**src/rtl/mole_spawner.sv**
```systemverilog
// mole_spawner
//   Initiator side of the mole start handshake. An LFSR supplies a random
//   starting hole and an interval timer paces the attempts. After each
//   interval the FSM scans for an empty hole, then raises that hole's start
//   line. The line stays high until the mole leaves the empty state (accepted)
//   or a hold timeout expires (aborted).
//
// Ports
//   animation_clk  in   frame clock, all logic on the rising edge
//   rst            in   synchronous active-high reset
//   game_en        in   1 = spawning enabled, 0 = drop back to IDLE
//   pause          in   1 = freeze FSM, timers and LFSR (outputs hold)
//   mole_states    in   2 bits per hole, hole i at [2i+1:2i], 2'b00 = empty
//   start          out  one-hot (or zero) start request per hole
//   active_count   out  registered count of non-empty holes
//   spawns_total   out  accepted spawns, saturating at 255
//   busy           out  high while the FSM is in PICK or HOLD
module mole_spawner #(
  parameter int          NUM_MOLES    = 4,
  parameter int          SPAWN_FRAMES = 12,
  parameter int          MAX_ACTIVE   = 2,
  parameter int          HOLD_TIMEOUT = 15,
  parameter logic [7:0]  LFSR_SEED    = 8'hA5
) (
  input  logic                   animation_clk,
  input  logic                   rst,
  input  logic                   game_en,
  input  logic                   pause,
  input  logic [2*NUM_MOLES-1:0] mole_states,
  output logic [NUM_MOLES-1:0]   start,
  output logic [3:0]             active_count,
  output logic [7:0]             spawns_total,
  output logic                   busy
);

  typedef enum logic [1:0] {IDLE, COUNT, PICK, HOLD} state_t;

  state_t     state;
  logic [7:0] lfsr;
  logic [7:0] interval;
  logic [7:0] hold_cnt;
  logic [2:0] cand;
  logic [3:0] tries;

  // Occupancy is padded to 8 holes so a 3-bit candidate index always fits.
  logic [7:0] occ_pad;
  logic [3:0] occ_count;
  logic [7:0] onehot;
  logic [2:0] cand_seed;
  logic [2:0] cand_next;
  logic       lfsr_fb;

  always_comb begin
    // NOTE: every combinational signal gets a default first so no path infers a latch.
    occ_pad   = '0;
    occ_count = '0;
    for (int i = 0; i < NUM_MOLES; i++) occ_pad[i] = |mole_states[2*i +: 2];
    for (int i = 0; i < 8; i++) occ_count = occ_count + 4'(occ_pad[i]);
  end

  // x^8 + x^6 + x^5 + x^4 + 1, shifting towards the MSB.
  assign lfsr_fb = lfsr[7] ^ lfsr[5] ^ lfsr[4] ^ lfsr[3];

  // Random start hole: low three LFSR bits folded once into 0..NUM_MOLES-1.
  assign cand_seed = ({1'b0, lfsr[2:0]} >= 4'(NUM_MOLES)) ? lfsr[2:0] - 3'(NUM_MOLES)
                                                          : lfsr[2:0];
  assign cand_next = (cand == 3'(NUM_MOLES - 1)) ? 3'd0 : cand + 3'd1;
  assign onehot    = 8'd1 << cand;

  always_ff @(posedge animation_clk) begin
    if (rst) begin
      // NOTE: sequential state uses non-blocking assignments so every register samples pre-edge values.
      state        <= IDLE;
      lfsr         <= LFSR_SEED;
      interval     <= '0;
      hold_cnt     <= '0;
      cand         <= '0;
      tries        <= '0;
      start        <= '0;
      active_count <= '0;
      spawns_total <= '0;
      busy         <= 1'b0;
    end else begin
      // Occupancy count tracks the holes even while paused.
      active_count <= occ_count;

      if (!pause) begin
        lfsr <= {lfsr[6:0], lfsr_fb};

        if (!game_en) begin
          // Any pending request is abandoned and never counted.
          state    <= IDLE;
          start    <= '0;
          busy     <= 1'b0;
          interval <= '0;
          hold_cnt <= '0;
          tries    <= '0;
        end else begin
          case (state)
            IDLE: begin
              state    <= COUNT;
              interval <= 8'(SPAWN_FRAMES);
            end

            COUNT: begin
              interval <= interval - 8'd1;
              if (interval == 8'd1) begin
                state <= PICK;
                busy  <= 1'b1;
                cand  <= cand_seed;
                tries <= '0;
              end
            end

            PICK: begin
              // Limit uses the registered count; one hole examined per frame.
              if (active_count >= 4'(MAX_ACTIVE)) begin
                state    <= COUNT;
                busy     <= 1'b0;
                interval <= 8'(SPAWN_FRAMES);
              end else if (!occ_pad[cand]) begin
                state    <= HOLD;
                start    <= onehot[NUM_MOLES-1:0];
                hold_cnt <= '0;
              end else if (tries == 4'(NUM_MOLES - 1)) begin
                state    <= COUNT;
                busy     <= 1'b0;
                interval <= 8'(SPAWN_FRAMES);
              end else begin
                cand  <= cand_next;
                tries <= tries + 4'd1;
              end
            end

            HOLD: begin
              // Acceptance is tested first so it wins over a same-frame timeout.
              if (occ_pad[cand]) begin
                state    <= COUNT;
                start    <= '0;
                busy     <= 1'b0;
                interval <= 8'(SPAWN_FRAMES);
                if (spawns_total != 8'hFF) spawns_total <= spawns_total + 8'd1;
              end else if (hold_cnt == 8'(HOLD_TIMEOUT - 1)) begin
                state    <= COUNT;
                start    <= '0;
                busy     <= 1'b0;
                interval <= 8'(SPAWN_FRAMES);
              end else begin
                hold_cnt <= hold_cnt + 8'd1;
              end
            end

            default: begin
              state <= IDLE;
              start <= '0;
              busy  <= 1'b0;
            end
          endcase
        end
      end
    end
  end

endmodule

```
**config.mk**
```make
export PLATFORM = sky130hd
export DESIGN_NAME = mole_spawner
export DESIGN_NICKNAME = d
export VERILOG_FILES = /design/src/rtl/mole_spawner.sv
export SDC_FILE = /design/constraint.sdc
export NUM_CORES = 1
export LEC_CHECK = 0
export ABC_AREA = 1
export ABC_CLOCK_PERIOD_IN_PS = 1800
export BUFFER_PORTS_ARGS = -buffer_cell sky130_fd_sc_hd__clkbuf_2
export CAP_MARGIN = 20
export CORE_UTILIZATION = 53
export CTS_CLUSTER_SIZE = 24
export DETAILED_ROUTE_END_ITERATION = 10
export PLACE_DENSITY = 0.85
export SYNTH_ARGS = -nofsm -noshare
export SYNTH_HDL_FRONTEND = slang
export SYNTH_SLANG_ARGS = --single-unit
```
**constraint.sdc**
```tcl
create_clock -name animation_clk -period 1.8 [get_ports animation_clk]
set_clock_uncertainty 0.05 [all_clocks]
set_input_delay 0.45 -clock animation_clk [delete_from_list [all_inputs] [get_ports animation_clk]]
set_output_delay 0.45 -clock animation_clk [all_outputs]
set_load 0.01 [all_outputs]
```
==> results of run 1 <==
==> path summary, 6_finish.rpt <==
check	start	end	slack, ns
max	hold_cnt[0]$_SDFFE_PP0P_	interval[2]$_SDFFE_PP0P_	-0.007
min	lfsr[6]$_SDFFE_PP0N_	lfsr[7]$_SDFFE_PP1N_	0.42
max reg2reg	hold_cnt[0]$_SDFFE_PP0P_	interval[2]$_SDFFE_PP0P_	-0.007
min reg2reg	lfsr[6]$_SDFFE_PP0N_	lfsr[7]$_SDFFE_PP1N_	0.42
==> per-stage QoR <==
| step | total power [mW] | utilization (%) | setup WS (ns) | cell area [sq um] | hold slack [ns] |
|---|---|---|---|---|---|
| final | 2.39 | 67.7 | -0.00691 | 3500 | 0.422 |
| after global routing | 2.50 | 67.7 | -0.0760 | 3500 | 0.452 |
| after CTS | 2.36 | 65.1 | -0.0104 | 3370 | 0.429 |
| after detailed placement | 1.69 | 63.2 | -0.131 | 3270 | 0.408 |
| after global placement | 1.67 | 63.2 | -0.0669 | 3270 | 0.394 |
| after floorplan | 1.54 | - | 0.0434 | 2890 | 0.380 |
==> what timing repair did <==
item	in CTS	in global routing
resized for setup	2	27
buffers inserted	0	3
hold buffers	0	0
endpoints found under the hold margin	0	0
setup endpoints to repair	2	24
cloned	0	1
pin swaps	0	6
==> sequential cells by signal (all words and copies together) (netlist names) <==
signal	flops
interval	8
hold_cnt	8
lfsr	8
state	2
busy	1
cand	3
active_count	3
tries	4
start	4
spawns_total	8
==> final cells by class <==
cell class	count	area (sq um)	share of cell area, %
Sequential cell	49	986	28.2
Tap cell	70	87.6	2.50
Timing Repair Buffer	60	383	10.9
Clock inverter	3	25.0	0.715
Clock buffer	5	68.8	1.97
Inverter	50	188	5.36
Multi-Input combinational cell	320	1760	50.3
==> cell usage after synthesis, drive strengths merged, types with 2 or more instances <==
cell type,n
nor3b,2
nor3,9
xnor2,4
nand3,36
dfxtp,49
or2,4
a21oi,21
o21ai,27
nand4,9
clkbuf,7
xor2,3
nor4,2
a31oi,3
ha,15
buf,4
nor2,81
nand2,100
inv,49
==> worst max-delay path, cell delays in order, from the launching register on <==
cell     delay [ns]
dfxtp_2        0.35
inv_2          0.08
ha_4           0.14
nand3_4        0.08
nor3_4         0.25
nor2_2         0.08
nand2_2        0.11
nand2_4        0.10
nor2_4         0.24
buf_4          0.16
o21ai_2        0.05
nor2_2         0.06
==> power breakdown <==
part | internal, mW | leakage (nW) | switching, mW
registers | 1.14 | 0.403 | 0.0467
logic | 0.207 | 1.13 | 0.311
clock network | 0.281 | 0.0447 | 0.400
total | 1.63 | 1.57 | 0.758
==> kinds of logic after synthesis <==
| logic type | synth area share (%) |
|---|---|
| compound gates | 10.4 |
| xor+xnor | 2.12 |
| fa+ha+maj | 7.18 |
| buf+inv | 8.91 |
| flops | 33.9 |
| other cells | 0.130 |
| simple gates | 37.3 |
==> per-layer routing <==
metal	wire length (microns)	GRT usage, %	up-vias	part of all wire, %
met5	0	0	-	0
met4	187	8.02	0	2.7
met3	364	4.37	22	5.3
met2	3360	43.9	109	49
met1	2940	29.7	1347	43
li1	-	-	1490	-
==> flow_metrics.env, run 1 <==
export IMPL_mostFrequentLayoutCells="nand2_1, nor2_1, inv_1"
export IMPL_pin_count=29
export IMPL_p_per_area_nw_per_um2=683
export IMPL_cts_sinks=49
export IMPL_synth_cell_types=37
export IMPL_worst_r2r_path_depth=11
export IMPL_rows=26
export IMPL_start_util_pct=55.9
export IMPL_cts_root_buf="clkbuf_8"
export IMPL_fp_dieArea_sq_um=5750
export IMPL_mappedNetlistNets=457
export IMPL_ys_seq_elements=49
export IMPL_htree_num_levels=2
export IMPL_layout_cells_non_filler=557
export IMPL_syn_area_sq_um=2890
export IMPL_cts_buffer_depth=2
export IMPL_cap_violations=0
export IMPL_drive_gt1_share_pct=24.2
export IMPL_yosysTopAreaCell="dfxtp_1"
export IMPL_tritoncts="built"
export IMPL_synth_main_ff_cell="dfxtp_1"
export IMPL_status="finished, violations left"
export IMPL_gp_congestion=0.856
export IMPL_die_width_microns=75.9
export IMPL_tns_ns=-0.00691
export IMPL_dp_cells=545
export IMPL_setup_viol=1
export IMPL_critPathLaunchType="flip-flop"
export IMPL_violations="setup timing"
export IMPL_dpl_hpwl_microns=4960
export IMPL_n_fill_cell=427
export IMPL_slew_violations=0
export IMPL_grt_max_degree=23
export IMPL_io_buffer_count=27
export IMPL_synthArstFlopShare_pct=0
export IMPL_finalCriticalPeriod_ns=1.81
export IMPL_yosys_warnings=0
export IMPL_overflow=0
export IMPL_vias=2968
export IMPL_required_ns=2.00
export IMPL_ir_drop_uv=398
export IMPL_synth_edff_count=0
export IMPL_antenna_cells=0
export IMPL_synth_avg_cell_area_sq_um=6.74
export IMPL_syn2layout_area_growth_pct=21.0
export IMPL_wl_per_cell_microns=12.3
export IMPL_track_usage_pct=24.6
export IMPL_drt_first_pass_iters=5
export IMPL_grt_setup_unrepaired="true"
export IMPL_timing_final_crit_share_pct=100
export IMPL_clk_latency_ns=0.32
export IMPL_final_nets=514
export IMPL_viasPerCell=5.33
export IMPL_p_leak_nw=1.57
export IMPL_synthCells=429
export IMPL_antenna_left=0
export IMPL_critical_path_peak_fanout=7
export IMPL_ys_seq_area_share_pct=33.9
export IMPL_finalWirelength_microns=6850
export IMPL_yosysTopAreaCellShare_pct=33.9
export IMPL_post_route_drc_count=0
export IMPL_criticalPathCategory="flip-flop to flip-flop"
export IMPL_max_freq_mhz=553
export IMPL_timing_final_ws_setup_ns=-0.00691
export IMPL_holdCritPathClass="flip-flop to flip-flop"
export IMPL_crit_path_end_kind="flip-flop"
export IMPL_clk_pin_slew_ns=0.09
export IMPL_die_h_microns=75.9
export IMPL_cts_made_buffers=5
export IMPL_hold_depth=2
export IMPL_final_common_cell="nand2_1"
export IMPL_core_sq_um=5170
export IMPL_finalHoldViolations=0
export IMPL_antenna_found_initial=0
export IMPL_worstPathArrival_ns=2.01
export IMPL_grt_pass1_vias=2603
export IMPL_drt_iter0_markers=203
export IMPL_netlist_top_cells_area="dfxtp_1, nand2_1, nor2_1, ha_1, inv_1"
export IMPL_grt_pass1_wl_microns=10900
No activity file was read; power rests on OpenSTA's default activity.
==> run 2, diff against run 1 <==
- ABC_CLOCK_PERIOD_IN_PS: 1800 -> 1950
- CORE_UTILIZATION: 53 -> 59
- PLACE_DENSITY: 0.85 -> 0.89
- clock period: 1.8 -> 1.95 ns (I/O delays scaled with it)
==> run 2 against run 1 <==
Compared with the run above: the run now ends clean; via count is 6.7% lower; clock-buffer cell count stayed put; sequential cell count stayed put; total power is 1.0% lower; sequential share of layout area is 1.2 points higher; final cell count is 3.1% lower; sequential power is 8% lower; combinational power is 18% lower; worst setup slack better by 0.18 ns; design area is 4.4% lower; critical path type unchanged.
==> flow_metrics.env, run 2 (synthesized netlist as in run 1, its figures left out) <==
export IMPL_cap_violations=0
export IMPL_start_util_pct=61.2
export IMPL_critPathLaunchType="flip-flop"
export IMPL_dp_cells=529
export IMPL_finalWirelength_microns=6090
export IMPL_dpl_hpwl_microns=4470
export IMPL_rows=25
export IMPL_tritoncts="built"
export IMPL_mostFrequentLayoutCells="nand2_1, nor2_1, dfxtp_1"
export IMPL_pin_count=29
export IMPL_antenna_cells=0
export IMPL_finalCriticalPeriod_ns=1.78
export IMPL_clk_pin_slew_ns=0.08
export IMPL_htree_num_levels=2
export IMPL_status="finished, final reports clean"
export IMPL_track_usage_pct=24.5
export IMPL_cts_hold_buf=0
export IMPL_grt_use_met3_pct=3.75
export IMPL_fp_dieArea_sq_um=5180
export IMPL_layout_cells_non_filler=540
export IMPL_grt_max_degree=23
export IMPL_grt_setup_unrepaired="false"
export IMPL_final_nets=500
export IMPL_grt_use_met2_pct=44.4
export IMPL_overflow=0
export IMPL_cts_buffer_depth=2
export IMPL_timing_final_crit_share_pct=91.2
export IMPL_critical_path_peak_fanout=4
export IMPL_grt_util_met1_pct=29.0
export IMPL_drive_gt1_share_pct=18.4
export IMPL_io_buffer_count=27
export IMPL_multi_input_area_sq_um=1670
export IMPL_required_ns=2.10
export IMPL_finalHoldViolations=0
export IMPL_ir_drop_uv=524
export IMPL_syn2layout_area_growth_pct=15.7
export IMPL_antenna_found_initial=0
export IMPL_seq_area_sq_um=982
export IMPL_cts_sinks=49
export IMPL_n_fill_cell=373
export IMPL_gp_congestion=0.869
export IMPL_post_route_drc_count=0
export IMPL_slew_violations=0
export IMPL_antenna_left=0
export IMPL_cts_root_buf="clkbuf_8"
export IMPL_clk_latency_ns=0.31
export IMPL_setup_viol=0
export IMPL_final_common_cell="nand2_1"
export IMPL_vias=2768
export IMPL_drt_first_pass_iters=4
export IMPL_worstPathArrival_ns=1.93
export IMPL_grt_pass1_wl_microns=10300
export IMPL_grt_busiest_layer="met2"
export IMPL_crit_path_end_kind="flip-flop"
export IMPL_wl_per_cell_microns=11.3
export IMPL_cts_made_buffers=5
export IMPL_grt_pass1_vias=2517
export IMPL_die_width_microns=72.0
export IMPL_die_h_microns=72.0
export IMPL_p_leak_nw=1.53
export IMPL_core_sq_um=4720
export IMPL_p_per_area_nw_per_um2=707
export IMPL_viasPerCell=5.13
export IMPL_max_freq_mhz=563
export IMPL_criticalPathCategory="flip-flop to flip-flop"
export IMPL_tns_ns=0
export IMPL_holdCritPathClass="flip-flop to flip-flop"
export IMPL_drt_iter0_markers=145
## run 2: cell count changes in the layout (fill, tap and decap cells not counted), sizes merged
cell,previous run,this run
bufinv,0,2
clkinvlp,1,0
buf,33,20
inv,50,49
nor2,82,81
## run 2: worst max-delay path, cell delays in order, from the launching register on
cell,delay (ns)
dfxtp_1,0.33
inv_1,0.09
ha_1,0.16
nand3_1,0.10
nor3_2,0.18
nor2_1,0.10
nand2_2,0.11
nand2_4,0.08
nor2_1,0.25
o21ai_1,0.11
nand2_1,0.08
nor2_1,0.05
## run 2: worst paths after layout
kind | from | endpoint | slack, ns | cells past startpoint
worst max-delay path | hold_cnt[0]$_SDFFE_PP0P_ | state[0]$_SDFFE_PP0P_ | 0.17 | 11
worst min-delay path | lfsr[6]$_SDFFE_PP0N_ | lfsr[7]$_SDFFE_PP1N_ | 0.43 | 2
worst max register to register | hold_cnt[0]$_SDFFE_PP0P_ | state[0]$_SDFFE_PP0P_ | 0.17 | 11
worst min register to register | lfsr[6]$_SDFFE_PP0N_ | lfsr[7]$_SDFFE_PP1N_ | 0.43 | 2
## run 2: metrics by stage
step / power [mW] / utilization [%] / hold WS (ns) / area, sq um / setup WS [ns]
after floorplan: 1.42 / - / 0.380 / 2890 / 0.156
after global placement: 1.52 / 67.1 / 0.392 / 3170 / 0.0414
after detailed placement: 1.53 / 67.1 / 0.408 / 3170 / -0.00838
after CTS: 2.37 / 69.9 / 0.411 / 3300 / 0.101
after global routing: 2.49 / 70.8 / 0.429 / 3350 / 0.00404
final: 2.36 / 70.8 / 0.426 / 3350 / 0.172
## run 2: area by class of cell
type	instances	share of cell area [%]
multi-input combinational	319	50.0
clock inverter	3	1.94
clock buffer	5	2.06
tap	67	2.51
inverter	50	5.61
timing repair buffer	47	8.53
sequential	49	29.4
## run 2: repair_timing
action / in CTS / in global routing
resized for setup: 0 / 5
buffers inserted: 0 / 3
endpoints found under the setup margin: 0 / 20
## run 2: power by group
group          internal, mW  leakage (nW)  switching [mW]  total, mW
combinational         0.166          1.06           0.260      0.427
clock                 0.509        0.0681           0.333      0.842
sequential             1.05         0.402          0.0414       1.10
total                  1.73          1.53           0.634       2.36
## run 2: layer usage
metal | vias up | part of all wire [%]
li1 | 1452 | -
met1 | 1234 | 43
met2 | 69 | 51
met3 | 13 | 4.1
met4 | 0 | 1.7
met5 | - | 0
==> run 3, diff against run 2 <==
- CAP_MARGIN: 20 -> not set
- CORE_MARGIN: not set -> 4
==> run 3 against run 2 <==
Compared with the run above: via count is 3.9% higher; final cell count stayed put; register-to-register slack worse by 0.05 ns; design area hardly changed.
==> flow_metrics.env, run 3 (synthesized netlist as in run 1, its figures left out) <==
export IMPL_clk_latency_ns=0.30
export IMPL_die_width_microns=78.0
export IMPL_final_area_sq_um=3350
export IMPL_rows=25
export IMPL_slew_violations=0
export IMPL_finalWirelength_microns=6550
export IMPL_htree_num_levels=2
export IMPL_post_route_drc_count=0
export IMPL_final_common_cell="nand2_1"
export IMPL_gp_congestion=0.869
export IMPL_cts_sinks=49
export IMPL_multi_input_area_sq_um=1660
export IMPL_tns_ns=0
export IMPL_drt_iter0_markers=158
export IMPL_cts_buffer_depth=2
export IMPL_worstPathArrival_ns=1.98
export IMPL_pin_count=29
export IMPL_antenna_left=0
export IMPL_grt_pass1_vias=2675
export IMPL_die_h_microns=78.0
export IMPL_cts_hold_buf=0
export IMPL_p_leak_nw=1.53
export IMPL_start_util_pct=61.2
export IMPL_antenna_found_initial=0
export IMPL_whs_ns=0.425
export IMPL_status="finished, final reports clean"
export IMPL_vias=2877
export IMPL_postPlaceCellArea_sq_um=3180
export IMPL_cap_violations=0
export IMPL_crit_path_end_kind="flip-flop"
export IMPL_overflow=0
export IMPL_timing_final_ws_setup_ns=0.125
export IMPL_viasPerCell=5.33
export IMPL_wl_per_cell_microns=12.1
export IMPL_finalCriticalPeriod_ns=1.83
export IMPL_final_nets=500
export IMPL_drive_gt1_share_pct=18.4
export IMPL_drt_first_pass_iters=5
export IMPL_n_fill_cell=376
export IMPL_core_sq_um=4720
export IMPL_tritoncts="built"
export IMPL_criticalPathCategory="flip-flop to flip-flop"
export IMPL_critical_path_peak_fanout=13
export IMPL_mostFrequentLayoutCells="nand2_1, nor2_1, dfxtp_1"
export IMPL_io_buffer_count=27
export IMPL_required_ns=2.10
export IMPL_dpl_hpwl_microns=4850
export IMPL_fin_util_pct=70.9
export IMPL_finalHoldViolations=0
export IMPL_cts_root_buf="clkbuf_8"
export IMPL_timing_final_crit_share_pct=93.6
export IMPL_pre_cts_slack_ns=-0.0509
export IMPL_grt_max_degree=17
export IMPL_seq_area_sq_um=982
export IMPL_critPathLaunchType="flip-flop"
export IMPL_syn2layout_area_growth_pct=15.8
export IMPL_track_usage_pct=22.5
export IMPL_clk_pin_slew_ns=0.09
export IMPL_grt_pass1_wl_microns=11200
export IMPL_setup_viol=0
export IMPL_cts_made_buffers=5
export IMPL_ir_drop_uv=392
export IMPL_p_per_area_nw_per_um2=714
export IMPL_fp_dieArea_sq_um=6080
export IMPL_max_freq_mhz=548
export IMPL_holdCritPathClass="input pin to flip-flop"
export IMPL_antenna_cells=0
-- run 3: critical path, cell delays in order (launching register included) --
cell     delay [ns]
dfxtp_1        0.40
inv_1          0.07
ha_2           0.24
nand2_1        0.08
inv_1          0.09
nand3_1        0.12
nand2_1        0.14
nor2_8         0.25
o21ai_0        0.14
nand2_1        0.10
nor2_2         0.04
-- run 3: power by group --
part / internal (mW) / total [mW] / switching (mW)
Clock: 0.510 / 0.855 / 0.345
Combinational: 0.170 / 0.438 / 0.268
Sequential: 1.05 / 1.10 / 0.0423
-- run 3: stage by stage --
step / power (mW) / instances
after floorplan: 1.42 / 429
after global placement: 1.52 / 530
after detailed placement: 1.54 / 530
after CTS: 2.38 / 538
after global routing: 2.51 / 540
final: 2.39 / 540
-- run 3: layout make-up --
cell class	count	share of cell area, %
multi-input combinational	319	49.7
sequential	49	29.3
timing repair buffer	47	8.89
inverter	50	5.61
tap	67	2.50
clock buffer	5	2.06
clock inverter	3	1.94
-- run 3: worst paths after layout --
kind	end	slack [ns]	depth (start not counted)	startpoint
setup / recovery	interval[5]$_SDFFE_PP0P_	0.12	10	state[0]$_SDFFE_PP0P_
hold reg to reg	lfsr[7]$_SDFFE_PP1N_	0.43	2	lfsr[6]$_SDFFE_PP0N_
setup reg to reg	interval[5]$_SDFFE_PP0P_	0.12	10	state[0]$_SDFFE_PP0P_
hold / removal	lfsr[7]$_SDFFE_PP1N_	0.42	3	pause
-- run 3: repair_timing --
action	in CTS	in global routing
endpoints found under the setup margin	0	20
buffers inserted	0	2
resized for setup	0	4
-- run 3: per-layer routing --
metal  track usage [%]  vias to the layer above  wire length [microns]
li1                  -                     1457                      -
met1              25.5                     1315                   2720
met2              41.8                       89                   3380
met3              4.29                       16                    326
met4              7.34                        0                    118
met5                 0                        -                      0
